**src/rtl/proc_mem_sequencer.sv**
```systemverilog
// proc_mem_sequencer
// Host-side sequencer around the single-core processor. Loads a host byte
// stream into data memory (two bytes per 12-bit word), raises start_process,
// lends the data-memory port to the processor while it runs, then reads back
// a result window and streams it out as bytes (low byte, then high nibble).
// This block is the only driver of the data-memory port.
//
// Optional build macro: RUN_TIMEOUT_EN
//   defined   - 16-bit RUN cycle counter; on TIMEOUT_CYCLES without
//               end_process, sets sticky o_timeout and starts the unload.
//   undefined - no counter, o_timeout tied 0, RUN waits indefinitely.
//
// Handshakes: a byte moves on a cycle where valid and ready are both high.
// The source holds valid/data stable until then; ready never depends on
// being asked, only on the state.
//
// Ports:
//   i_clk, i_rst_n                 clock, asynchronous active-low reset
//   i_host_valid/i_host_data/o_host_ready   host byte input
//   o_out_valid/o_out_data/i_out_ready      result byte output
//   i_proc_ar, i_proc_bus, i_proc_dm_en     processor memory request
//   i_end_process / o_start_process         processor run control
//   o_mem_addr/o_mem_wdata/o_mem_we/i_mem_rdata  data memory (1-cycle read)
//   o_busy, o_done, o_timeout      status
//   o_state                        current FSM state (debug)
module proc_mem_sequencer #(
    parameter int ADDR_W         = 12,
    parameter int DATA_W         = 12,
    parameter int LOAD_BASE      = 0,
    parameter int LOAD_WORDS     = 256,
    parameter int UNLOAD_BASE    = 512,
    parameter int UNLOAD_WORDS   = 256,
    parameter int TIMEOUT_CYCLES = 65535
) (
    input  logic              i_clk,
    input  logic              i_rst_n,
    input  logic              i_host_valid,
    input  logic [7:0]        i_host_data,
    output logic              o_host_ready,
    output logic              o_out_valid,
    output logic [7:0]        o_out_data,
    input  logic              i_out_ready,
    input  logic [ADDR_W-1:0] i_proc_ar,
    input  logic [DATA_W-1:0] i_proc_bus,
    input  logic              i_proc_dm_en,
    input  logic              i_end_process,
    output logic              o_start_process,
    output logic [ADDR_W-1:0] o_mem_addr,
    output logic [DATA_W-1:0] o_mem_wdata,
    output logic              o_mem_we,
    input  logic [DATA_W-1:0] i_mem_rdata,
    output logic              o_busy,
    output logic              o_done,
    output logic              o_timeout,
    output logic [2:0]        o_state
);

    typedef enum logic [2:0] {
        S_IDLE    = 3'd0,
        S_LOAD_LO = 3'd1,
        S_LOAD_HI = 3'd2,
        S_RUN     = 3'd3,
        S_UNL_RD  = 3'd4,
        S_UNL_CAP = 3'd5,
        S_UNL_LO  = 3'd6,
        S_UNL_HI  = 3'd7
    } state_t;

    localparam logic [ADDR_W-1:0] LOAD_BASE_A   = ADDR_W'(LOAD_BASE);
    localparam logic [ADDR_W-1:0] UNLOAD_BASE_A = ADDR_W'(UNLOAD_BASE);
    localparam logic [ADDR_W-1:0] LOAD_LAST     = ADDR_W'(LOAD_WORDS - 1);
    localparam logic [ADDR_W-1:0] UNLOAD_LAST   = ADDR_W'(UNLOAD_WORDS - 1);

    state_t            r_state;
    state_t            w_next;
    logic [ADDR_W-1:0] r_idx;
    logic [7:0]        r_lo;
    logic [DATA_W-1:0] r_word;
    logic              w_host_ready;
    logic              w_host_acc;
    logic              w_out_acc;
    logic              w_timeout_hit;

    assign w_host_acc = i_host_valid && w_host_ready;
    assign w_out_acc  = i_out_ready && o_out_valid;
    // IDLE decodes host_ready=1, so gate with reset to keep it low while held.
    assign o_host_ready = w_host_ready && i_rst_n;
    assign o_busy       = (r_state != S_IDLE);
    assign o_state      = r_state;

`ifdef RUN_TIMEOUT_EN
    logic [15:0] r_tcnt;
    logic        r_timeout;

    // The counter holds the number of RUN cycles already completed, so the
    // TIMEOUT_CYCLES-th RUN cycle sees TIMEOUT_CYCLES-1 and exits at its edge.
    assign w_timeout_hit = (r_state == S_RUN) && !i_end_process &&
                           (r_tcnt == 16'(TIMEOUT_CYCLES - 1));

    always_ff @(posedge i_clk or negedge i_rst_n) begin
        if (!i_rst_n) begin
            r_tcnt    <= '0;
            r_timeout <= 1'b0;
        end else begin
            // Held at zero outside RUN, which clears it on RUN entry.
            if (r_state != S_RUN) r_tcnt <= '0;
            else                  r_tcnt <= r_tcnt + 16'd1;
            if (w_timeout_hit) r_timeout <= 1'b1;
        end
    end

    assign o_timeout = r_timeout;
`else
    assign w_timeout_hit = 1'b0;
    assign o_timeout     = 1'b0;
`endif

    always_comb begin
        w_next          = r_state;
        w_host_ready    = 1'b0;
        o_out_valid     = 1'b0;
        o_out_data      = 8'h00;
        o_start_process = 1'b0;
        o_mem_addr      = '0;
        o_mem_wdata     = '0;
        o_mem_we        = 1'b0;
        o_done          = 1'b0;
        case (r_state)
            S_IDLE: begin
                // IDLE doubles as LOAD_LO for word 0.
                w_host_ready = 1'b1;
                if (w_host_acc) w_next = S_LOAD_HI;
            end
            S_LOAD_LO: begin
                w_host_ready = 1'b1;
                o_mem_addr   = LOAD_BASE_A + r_idx;
                if (w_host_acc) w_next = S_LOAD_HI;
            end
            S_LOAD_HI: begin
                w_host_ready = 1'b1;
                o_mem_addr   = LOAD_BASE_A + r_idx;
                // Only the low nibble of the high byte is part of the word.
                o_mem_wdata  = {i_host_data[3:0], r_lo};
                o_mem_we     = w_host_acc;
                if (w_host_acc) w_next = (r_idx == LOAD_LAST) ? S_RUN : S_LOAD_LO;
            end
            S_RUN: begin
                o_start_process = 1'b1;
                o_mem_addr      = i_proc_ar;
                o_mem_wdata     = i_proc_bus;
                o_mem_we        = i_proc_dm_en;
                if (i_end_process || w_timeout_hit) w_next = S_UNL_RD;
            end
            S_UNL_RD: begin
                o_mem_addr = UNLOAD_BASE_A + r_idx;
                w_next     = S_UNL_CAP;
            end
            S_UNL_CAP: begin
                w_next = S_UNL_LO;
            end
            S_UNL_LO: begin
                o_out_valid = 1'b1;
                o_out_data  = r_word[7:0];
                if (w_out_acc) w_next = S_UNL_HI;
            end
            S_UNL_HI: begin
                o_out_valid = 1'b1;
                o_out_data  = {4'b0000, r_word[11:8]};
                if (w_out_acc) begin
                    o_done = (r_idx == UNLOAD_LAST);
                    w_next = (r_idx == UNLOAD_LAST) ? S_IDLE : S_UNL_RD;
                end
            end
            default: w_next = S_IDLE;
        endcase
    end

    always_ff @(posedge i_clk or negedge i_rst_n) begin
        if (!i_rst_n) begin
            r_state <= S_IDLE;
            r_idx   <= '0;
            r_lo    <= '0;
            r_word  <= '0;
        end else begin
            r_state <= w_next;
            case (r_state)
                S_IDLE, S_LOAD_LO: begin
                    if (w_host_acc) r_lo <= i_host_data;
                end
                S_LOAD_HI: begin
                    if (w_host_acc) r_idx <= (r_idx == LOAD_LAST) ? '0 : r_idx + 1'b1;
                end
                S_RUN: begin
                    if (w_next == S_UNL_RD) r_idx <= '0;
                end
                S_UNL_CAP: begin
                    r_word <= i_mem_rdata;
                end
                S_UNL_HI: begin
                    if (w_out_acc) r_idx <= (r_idx == UNLOAD_LAST) ? '0 : r_idx + 1'b1;
                end
                default: ;
            endcase
        end
    end

endmodule

```
**config.mk**
```make
export PLATFORM = sky130hd
export DESIGN_NAME = proc_mem_sequencer
export DESIGN_NICKNAME = d
export VERILOG_FILES = /design/src/rtl/proc_mem_sequencer.sv
export SDC_FILE = /design/constraint.sdc
export NUM_CORES = 1
export LEC_CHECK = 0
export ABC_AREA = 1
export BUFFER_PORTS_ARGS = -buffer_cell sky130_fd_sc_hd__buf_2
export CAP_MARGIN = 20
export CORE_MARGIN = 2
export CORE_UTILIZATION = 48
export CTS_CLUSTER_DIAMETER = 30
export DETAILED_ROUTE_END_ITERATION = 12
export PLACE_DENSITY = 0.8
export SYNTH_ARGS = -nofsm -noshare
export SYNTH_HDL_FRONTEND = slang
export SYNTH_SLANG_ARGS = --single-unit
```
**constraint.sdc**
```tcl
create_clock -name i_clk -period 1.73 [get_ports i_clk]
set_input_delay 0.346 -clock i_clk [delete_from_list [all_inputs] [get_ports i_clk]]
set_output_delay 0.346 -clock i_clk [all_outputs]
set_load 0.03 [all_outputs]
```
==> results by group, run 1 <==
Layout
  – Ant diodes: 0
  – Design area: about 3600 sq um
  – Share of post-route cells with drive strength above 1: 42.0%
  – Most common cell after layout, fill and taps aside: nand2_1
  – Final #Nets: 506
  – Most frequent cells in the layout: 103 x nand2_1, 58 x buf_2, 41 x inv_1, 32 x dfrtp_1, 31 x buf_4
  – Area delta synth->final: 59.4%
  – Fin cells: 507

Place
  – Worst slack at placement: -0.0330 ns
  – GPL Wtd Cong: 0.923
  – Cell Area, Placed: about 3100 sq um
  – Post-DP HPWL: around 4.8 mm
  – Inst Count DP: 488
  – I/O Buffers: 90

Clock tree
  – Cts bufs inserted: 5
  – Root Buffer: clkbuf_8
  – CTS Buffer Depth: 2
  – Clock latency at the later pin of the worst-skew pair: ~0.28 ns
  – Clock sink count: 35
  – CTS tree: yes
  – Clk slew on worst S/H paths: 0.07 ns
  – H-tree depth: 2

Synthesis
  – Mapped Area: 2250 sq um
  – Post-synth cell types: 27
  – Syn Area/Cell: 6.72 sq um
  – Post-synthesis sequential area ratio: 38.9%
  – Synth Instances: 335
  – Synth Register Bits: 35
  – Yosys warns: 0
  – Syn nets: 387

Power
  – Pint: 3290 uW
  – Worst VDD drop: about 0.0011 V
  – Switching Fraction: 49.6%
  – Psw: 3240 uW
  – Pwr per Cell Area: 1820 nW/um^2
  – Leak: 0.00194 uW
  – Clock share of power: 8.6%
  – Comb pwr share: 70.2%
  – Seq pwr share: 21.1%

Worst setup path
  – CP Data Required Time: 1.38 ns
  – Crit path kind: register to output port
  – CP max FO: 6
  – Crit path DAT: 1.60 ns
  – Crit path capture type: output port
  – Crit start category: register

Floorplanning
  – IO Count: 92
  – Row count: 24
  – Die W: 72.5 um
  – Die H: 72.5 um
  – Core area: about 4400 sq um
  – Die Area: 5250 sq um
  – Initial Util: 50.6%

STA
  – Fin. Hold Viols: 0
  – Tcrit/Tclk final: 112%
  – Worst Setup Slack, final: -0.212 ns
  – Tmin final: 1.94 ns
  – Setup violators final: 37
  – Clock skew: 0.00423 ns
  – Sum Neg Setup Slack: -4.55 ns
  – Fmax: between 500 and 600 MHz
  – Rel. slew slack: 64.5%
  – Fin. max-slew vios: 0
  – Worst-Margin Slew: 0.530 ns
  – Setup repair after global routing missed its margin: yes

Run status
  – Violated checks: negative setup slack
  – Status: complete, but fails checks

Detailed routing
  – Drt initial violations: ~200
  – Routed wire length: 7.03 mm
  – Vias: 2644
  – Pre-Repair DR Iteration Count: 5
  – Routed len/inst: 13.9 um
  – ANT nets after route: 0
  – Vias per cell: 5.21
  – DRC Markers: 0

Global route
  – Gr ovfl total: 0
  – Initial antenna violation count: 0
  – First-pass GRT wire length: about 11 mm
  – Vias in the first global route: 2585
  – Largest net degree at the start of global routing: 36
  – Total track usage: between 20% and 30%

Job
  – Max_cap viols: 0

Hold path
  – HP Class: primary input to async pin
worst max-delay path: stages (launching register included):
cell,delay (ns)
dfrtp_2,0.48
nand2_4,0.17
nand2_4,0.07
nor2_4,0.12
nor2_4,0.06
buf_12,0.14
o21ai_4,0.14
buf_6,0.14
layer usage:
metal	vias to the layer above	track usage [%]	wire [um]
met5	-	0	0
met2	116	50.6	3740
li1	1289	-	-
met3	22	5.56	476
met4	0	14.6	199
met1	1217	29.9	2610
cell families after synthesis:
kind of cell,Yosys count,share of synthesized area (%)
AND/OR/NAND/NOR,190,37.1
AO/OA/AOI/OAI,47,10.6
XOR/XNOR,3,1.17
buffers and inverters,57,11.0
other,1,0.167
flip-flops,35,38.9
adder cells (fa/ha/maj),2,1.11
registers in the layout, indices dropped and copies added (netlist names):
| signal | flops |
|---|---|
| r_lo | 8 |
| o_state | 3 |
| r_word | 12 |
| r_idx | 12 |
area by class of cell:
cell class | instances | area [sq um]
Inverter | 45 | 176
Sequential cell | 35 | 880
Clock buffer | 7 | 76.3
Fill cell | 285 | 856
Timing Repair Buffer | 124 | 973
Clock inverter | 1 | 5.00
Tap cell | 52 | 65.1
Multi-Input combinational cell | 243 | 1410
power groups by stage:
stage | Clock [uW] | Sequential, uW | Combinational, uW
6_report | 565 | 1380 | 4590
5_1_grt | 610 | 1410 | 4910
4_1_cts | 566 | 1380 | 4310
3_5_place_dp | 0 | 1370 | 3560
3_3_place_gp | 0 | 1350 | 3480
2_1_floorplan | 0 | 1400 | 2490
synth_stat cells:
cell type    n  area, sq um
a21oi_1      4         20.0
a31oi_1      1         6.26
buf_2        6         30.0
buf_4        4         30.0
buf_6        1         11.3
clkbuf_1     1         3.75
conb_1       1         3.75
dfrtp_1     35          876
ha_1         2         25.0
inv_1       42          158
inv_2        2         7.51
inv_4        1         6.26
nand2_1    115          432
nand2_2      2         12.5
nand2_4      1         11.3
nand3_1     25          125
nand3_2      1         10.0
nand4_1     10         62.6
nor2_1      30          113
nor2_4       2         22.5
nor2_8       1         20.0
nor3_2       2         20.0
nor4_1       1         6.26
o21ai_0     41          205
o21bai_1     1         7.51
xnor2_1      1         8.76
xor2_1       2         17.5
metrics by stage:
step	util [%]	total power, uW	hold WS (ns)
finish	80.7	6530	0.117
global route	80.7	6930	0.159
CTS	78.3	6250	0.126
detailed placement	69.4	4940	0.430
global placement	69.4	4830	0.423
floorplan	-	3890	0.0504
timing repair:
item / in CTS / in global routing
hold buffers: 0 / 0
setup endpoints to repair: 37 / 49
gates resized for setup: 74 / 20
pin swaps: 4 / 4
buffers inserted: 8 / 5
worst paths after layout:
check                                      from                     end  slack (ns)  cells past startpoint
setup reg to reg           o_state[0]$_DFF_PN0_    r_idx[9]$_DFFE_PN0P_        0.08                     10
max in group asynchronous               i_rst_n    o_state[0]$_DFF_PN0_        1.28                      2
hold reg to reg             r_lo[1]$_DFFE_PN0P_     r_lo[1]$_DFFE_PN0P_        0.49                      2
setup / recovery           o_state[0]$_DFF_PN0_           o_mem_addr[0]       -0.21                      7
hold / removal                          i_rst_n  r_word[11]$_DFFE_PN0P_        0.12                      2
min in group i_clk              i_mem_rdata[10]  r_word[10]$_DFFE_PN0P_        0.26                      3
(Power assumes the default switching activity.)
==> run 2: changes to the inputs <==
--- a/config.mk
+++ b/config.mk
@@ -8,6 +8,7 @@
 export ABC_AREA = 1
 export BUFFER_PORTS_ARGS = -buffer_cell sky130_fd_sc_hd__buf_2
 export CAP_MARGIN = 20
+export CORE_ASPECT_RATIO = 0.8
 export CORE_MARGIN = 2
 export CORE_UTILIZATION = 48
 export CTS_CLUSTER_DIAMETER = 30
==> results by group, run 2 (synthesis results as in run 1) <==
Clock tree
  – Clk slew on worst S/H paths: 0.08 ns
  – Clock latency at the later pin of the worst-skew pair: 0.29 ns
  – Clock sink count: 35
  – CTS tree: yes
  – H-tree depth: 2
  – Root Buffer: clkbuf_8
  – Cts hold-fix bufs: 0
  – Cts bufs inserted: 5
  – CTS Buffer Depth: 2

Power
  – Pwr per Cell Area: 1780 nW/um^2
  – Leak: 0.00198 uW
  – Worst VDD drop: 0.00110 V

Worst setup path
  – Crit-path cells: buf_6, nor2_4, buf_4, nand2_1, o21ai_4, buf_6
  – Crit path capture type: output port
  – Crit path DAT: 1.57 ns
  – Worst path buffer plus inverter count: 3
  – Slowest CP cell: dfrtp_2
  – CP Data Required Time: 1.38 ns
  – Crit path kind: register to output port
  – Most used cell along the critical path: buf_6
  – Crit start category: register
  – CP max FO: 8
  – CP max stage delay: 0.45 ns
  – Delay-heaviest family, CP: buffers and inverters

Floorplanning
  – Initial Util: 49.6%
  – IO Count: between 90 and 100
  – Core area: roughly 4500 sq um
  – Row count: 22
  – Die H: 65.3 um
  – Die W: 80.6 um
  – Die Area: 5260 sq um

Layout
  – Area of the multi-input gates: 1470 sq um
  – Sequential Area: 880 sq um
  – Fillers: 269
  – Share of post-route cells with drive strength above 1: 45.8%
  – Area delta synth->final: 68.9%
  – Most common cell after layout, fill and taps aside: nand2_1
  – Registers with the most flip-flops: r_idx (12), r_word (12), r_lo (8)
  – Final #Nets: 516
  – Design area: between 3000 and 4000 sq um
  – Most frequent cells in the layout: 102 x nand2_1, 54 x buf_2, 45 x buf_6, 41 x inv_1, 32 x dfrtp_1
  – Ant diodes: 0

Place
  – GPL Wtd Cong: 0.924
  – Worst slack at placement: -0.0100 ns
  – I/O Buffers: 90
  – Cell Area, Placed: 3100 sq um
  – Post-DP HPWL: roughly 4.7 mm

STA
  – Tcrit/Tclk final: 111%
  – Tmin final: between 1.5 and 2 ns
  – Worst Setup Slack, final: -0.191 ns
  – Fin. Hold Viols: 0
  – Setup repair after global routing missed its margin: yes
  – Clock skew: 0.00605 ns
  – Fin. max-slew vios: 0
  – Setup violators final: 37
  – Fmax: 521 MHz

Detailed routing
  – Routed wire length: between 7 and 8 mm
  – Pre-Repair DR Iteration Count: 4
  – ANT nets after route: 0
  – Drt initial violations: 250
  – DRC Markers: 0
  – Vias per cell: 5.08
  – Vias: 2669
  – Routed len/inst: 13.7 um

Global route
  – Largest net degree at the start of global routing: 36
  – Initial antenna violation count: 0
  – Gr ovfl total: 0
  – First-pass GRT wire length: between 10 and 15 mm
  – Vias in the first global route: 2451
  – Total track usage: 27.0%

Run status
  – Status: complete, but fails checks
  – Violated checks: negative setup slack

Hold path
  – HP Class: primary input to async pin

Job
  – Max_cap viols: 0
==> run 2: cell types whose count changed in the layout (fill, tap and decap cells not counted), sizes merged <==
cell      delta
buf          +9
clkbuf       -1
clkinvlp     +2
==> run 2: path summary, 6_finish.rpt <==
path	to	slack, ns	cells past startpoint	startpoint
worst max-delay path	o_mem_addr[3]	-0.19	6	o_state[2]$_DFF_PN0_
worst min-delay path	r_idx[9]$_DFFE_PN0P_	0.10	2	i_rst_n
worst max register to register	r_idx[9]$_DFFE_PN0P_	0.03	11	o_state[1]$_DFF_PN0_
worst min register to register	r_lo[0]$_DFFE_PN0P_	0.49	2	r_lo[0]$_DFFE_PN0P_
max in group asynchronous	o_state[1]$_DFF_PN0_	1.26	2	i_rst_n
min in group i_clk	r_word[8]$_DFFE_PN0P_	0.25	3	i_mem_rdata[8]
==> run 2: per-layer routing <==
metal	GRT usage (%)	share of wire (%)	vias to the layer above
li1	-	-	1315
met1	36.4	43	1225
met2	44.3	48	116
met3	4.53	7.5	13
met4	9.11	1.8	0
met5	0	0	-
==> run 2: final cells by class <==
class	instances	share of cell area, %
Clock inverter	3	0.526
Inverter	45	4.84
Tap cell	60	1.97
Sequential cell	35	23.1
Multi-Input combinational cell	243	38.7
Timing Repair Buffer	134	29.0
Clock buffer	5	1.81
==> run 2: metrics by stage <==
step	util (%)	TNS, ns	power, uW	cells	hold WS, ns
2_1_floorplan	-	-0.0291	3890	335	0.0504
3_3_place_gp	68.3	0	4820	500	0.447
3_5_place_dp	68.3	-0.0100	4900	500	0.443
4_1_cts	78.2	-4.61	6240	516	0.124
5_1_grt	83.7	-6.96	7150	525	0.131
6_report	83.7	-4.45	6760	525	0.103
==> run 2: what timing repair did <==
action,CTS,global route
gates cloned,1,1
setup endpoints to repair,37,38
pin swaps,8,3
buffers inserted,7,9
gates resized for setup,94,43
==> run 2: report_power, final <==
group | switching [uW] | internal [uW]
registers | 233 | 1150
logic | 2810 | 1960
clock network | 324 | 280
total | 3370 | 3390
==> run 3: changes to the inputs <==
--- a/config.mk
+++ b/config.mk
@@ -13,6 +13,7 @@
 export CORE_UTILIZATION = 48
 export CTS_CLUSTER_DIAMETER = 30
 export DETAILED_ROUTE_END_ITERATION = 12
+export MAX_ROUTING_LAYER = met4
 export PLACE_DENSITY = 0.8
 export SYNTH_ARGS = -nofsm -noshare
 export SYNTH_HDL_FRONTEND = slang
==> results by group, run 3 (synthesis results as in run 1) <==
Floorplanning
  – Die H: 65.3 um
  – IO Count: 92
  – Row count: 22
  – Initial Util: 49.6%
  – Die W: 80.6 um
  – Die Area: ~5300 sq um
  – Core area: ~4500 sq um

STA
  – Sum Neg Setup Slack: -10.05 ns
  – Clock skew: 0.00365 ns
  – Tmin final: approximately 2.1 ns
  – Worst-Margin Slew: around 0.61 ns
  – Tcrit/Tclk final: 121%
  – Worst Setup Slack, final: -0.364 ns
  – Fmax: between 400 and 500 MHz
  – Setup violators final: 57
  – Fin. Hold Viols: 0
  – Rel. slew slack: between 50% and 60%
  – Fin. max-slew vios: 0
  – Setup repair after global routing missed its margin: yes

Detailed routing
  – DRC Markers: 0
  – Pre-Repair DR Iteration Count: 7
  – Vias: 3274
  – Routed len/inst: 20.3 um
  – ANT nets after route: 0
  – Drt initial violations: 591
  – Routed wire length: around 11 mm
  – Vias per cell: 6.06

Clock tree
  – H-tree depth: 2
  – CTS tree: yes
  – Cts bufs inserted: 5
  – Root Buffer: clkbuf_8
  – CTS Buffer Depth: 2
  – Clock sink count: 35
  – Clk slew on worst S/H paths: 0.08 ns
  – Clock latency at the later pin of the worst-skew pair: ~0.30 ns

Power
  – Leak: 0.00216 uW
  – Worst VDD drop: 0.00118 V
  – Pwr per Cell Area: 1940 nW/um^2
  – Overall Power: 8030 uW

Layout
  – Area delta synth->final: 84.0%
  – Sequential Area: 881 sq um
  – Share of post-route cells with drive strength above 1: 50.8%
  – Area of the multi-input gates: between 1500 and 2000 sq um
  – Most common cell after layout, fill and taps aside: nand2_1
  – Final #Nets: 531
  – Ant diodes: 0
  – Most frequent cells in the layout: 86 x nand2_1, 53 x buf_2, 47 x buf_6, 41 x inv_1, 37 x buf_4
  – Fillers: 165
  – Registers with the most flip-flops: r_idx (12), r_word (12), r_lo (8)

Worst setup path
  – Crit. Startpoint: r_idx[4]$_DFFE_PN0P_
  – Slowest CP cell: dfrtp_2
  – Crit path capture type: output port
  – CP max FO: 5
  – CP max stage delay: 0.47 ns
  – Worst reg2reg path startpoint: o_state[1]$_DFF_PN0_
  – Crit path kind: register to output port
  – Crit path DAT: 1.75 ns
  – Crit start category: register
  – CP Data Required Time: 1.38 ns
  – Crit-path cells: nand2_1, nor2_4, nand3_2, nor4_4, buf_4

Global route
  – Initial antenna violation count: 0
  – First-pass GRT wire length: 11.2 mm
  – Gr ovfl total: 0
  – Total track usage: between 20% and 30%
  – Largest net degree at the start of global routing: 36
  – Vias in the first global route: 2465

Place
  – I/O Buffers: 90
  – Post-DP HPWL: 4.67 mm
  – GPL Wtd Cong: 0.961

Run status
  – Status: complete, but fails checks
  – Violated checks: negative setup slack

Hold path
  – HP Class: primary input to async pin

Job
  – Max_cap viols: 0
[run 3: through the flow]
step | instance area [sq um] | worst slack (ns) | instances | utilization, % | hold WS (ns)
6_report | 4140 | -0.364 | 540 | 91.2 | 0.111
5_1_grt | 4140 | -0.355 | 540 | 91.2 | 0.144
4_1_cts | 3600 | -0.215 | 521 | 79.3 | 0.126
3_5_place_dp | 3090 | -0.0160 | 499 | 68.1 | 0.440
3_3_place_gp | 3090 | 0.00976 | 499 | 68.1 | 0.444
2_1_floorplan | 2450 | -0.0199 | 335 | - | 0.0504
[run 3: per-layer routing]
| layer | GRT usage [%] | up-vias | wire length (um) | part of all wire [%] |
|---|---|---|---|---|
| met5 | - | - | 0 | 0 |
| met4 | 11.4 | 0 | 639 | 5.8 |
| met3 | 7.97 | 96 | 1270 | 12 |
| met2 | 45.7 | 309 | 4990 | 45 |
| met1 | 34.7 | 1525 | 4080 | 37 |
| li1 | - | 1344 | - | - |
[run 3: final timing paths]
kind	to	slack (ns)	cells after the start
worst max-delay path	o_done	-0.36	5
worst min-delay path	r_idx[9]$_DFFE_PN0P_	0.11	2
worst max register to register	r_lo[7]$_DFFE_PN0P_	-0.17	6
worst min register to register	r_word[8]$_DFFE_PN0P_	0.51	2
max in group asynchronous	o_state[2]$_DFF_PN0_	1.26	2
min in group i_clk	r_word[8]$_DFFE_PN0P_	0.24	3
[run 3: power breakdown]
group,internal (uW),switching (uW)
combinational,2430,3400
sequential,1150,257
clock,466,333
total,4040,3990
[run 3: timing repair]
| action | 4_1_cts | 5_1_grt |
|---|---|---|
| hold buffers | 0 | 0 |
| endpoints found under the setup margin | 37 | 38 |
| hold endpoints to repair | 0 | 0 |
| pin swaps | 4 | 20 |
| cloned | 2 | 3 |
| setup buffers | 12 | 18 |
| resized for setup | 83 | 105 |
[run 3: layout make-up]
cell class	count	area share, %
clock buffer	6	1.99
clock inverter	2	0.846
inverter	45	4.56
multi-input combinational	243	38.4
sequential	35	21.3
tap	60	1.81
timing repair buffer	148	31.0
timing repair inverter	1	0.121
[run 3: worst max-delay path: cells and delay by family (launching register included)]
kind	cells	cell delay, ns
flip-flops	1	0.47
AND/OR/NAND/NOR	4	0.76
buffers and inverters	1	0.21
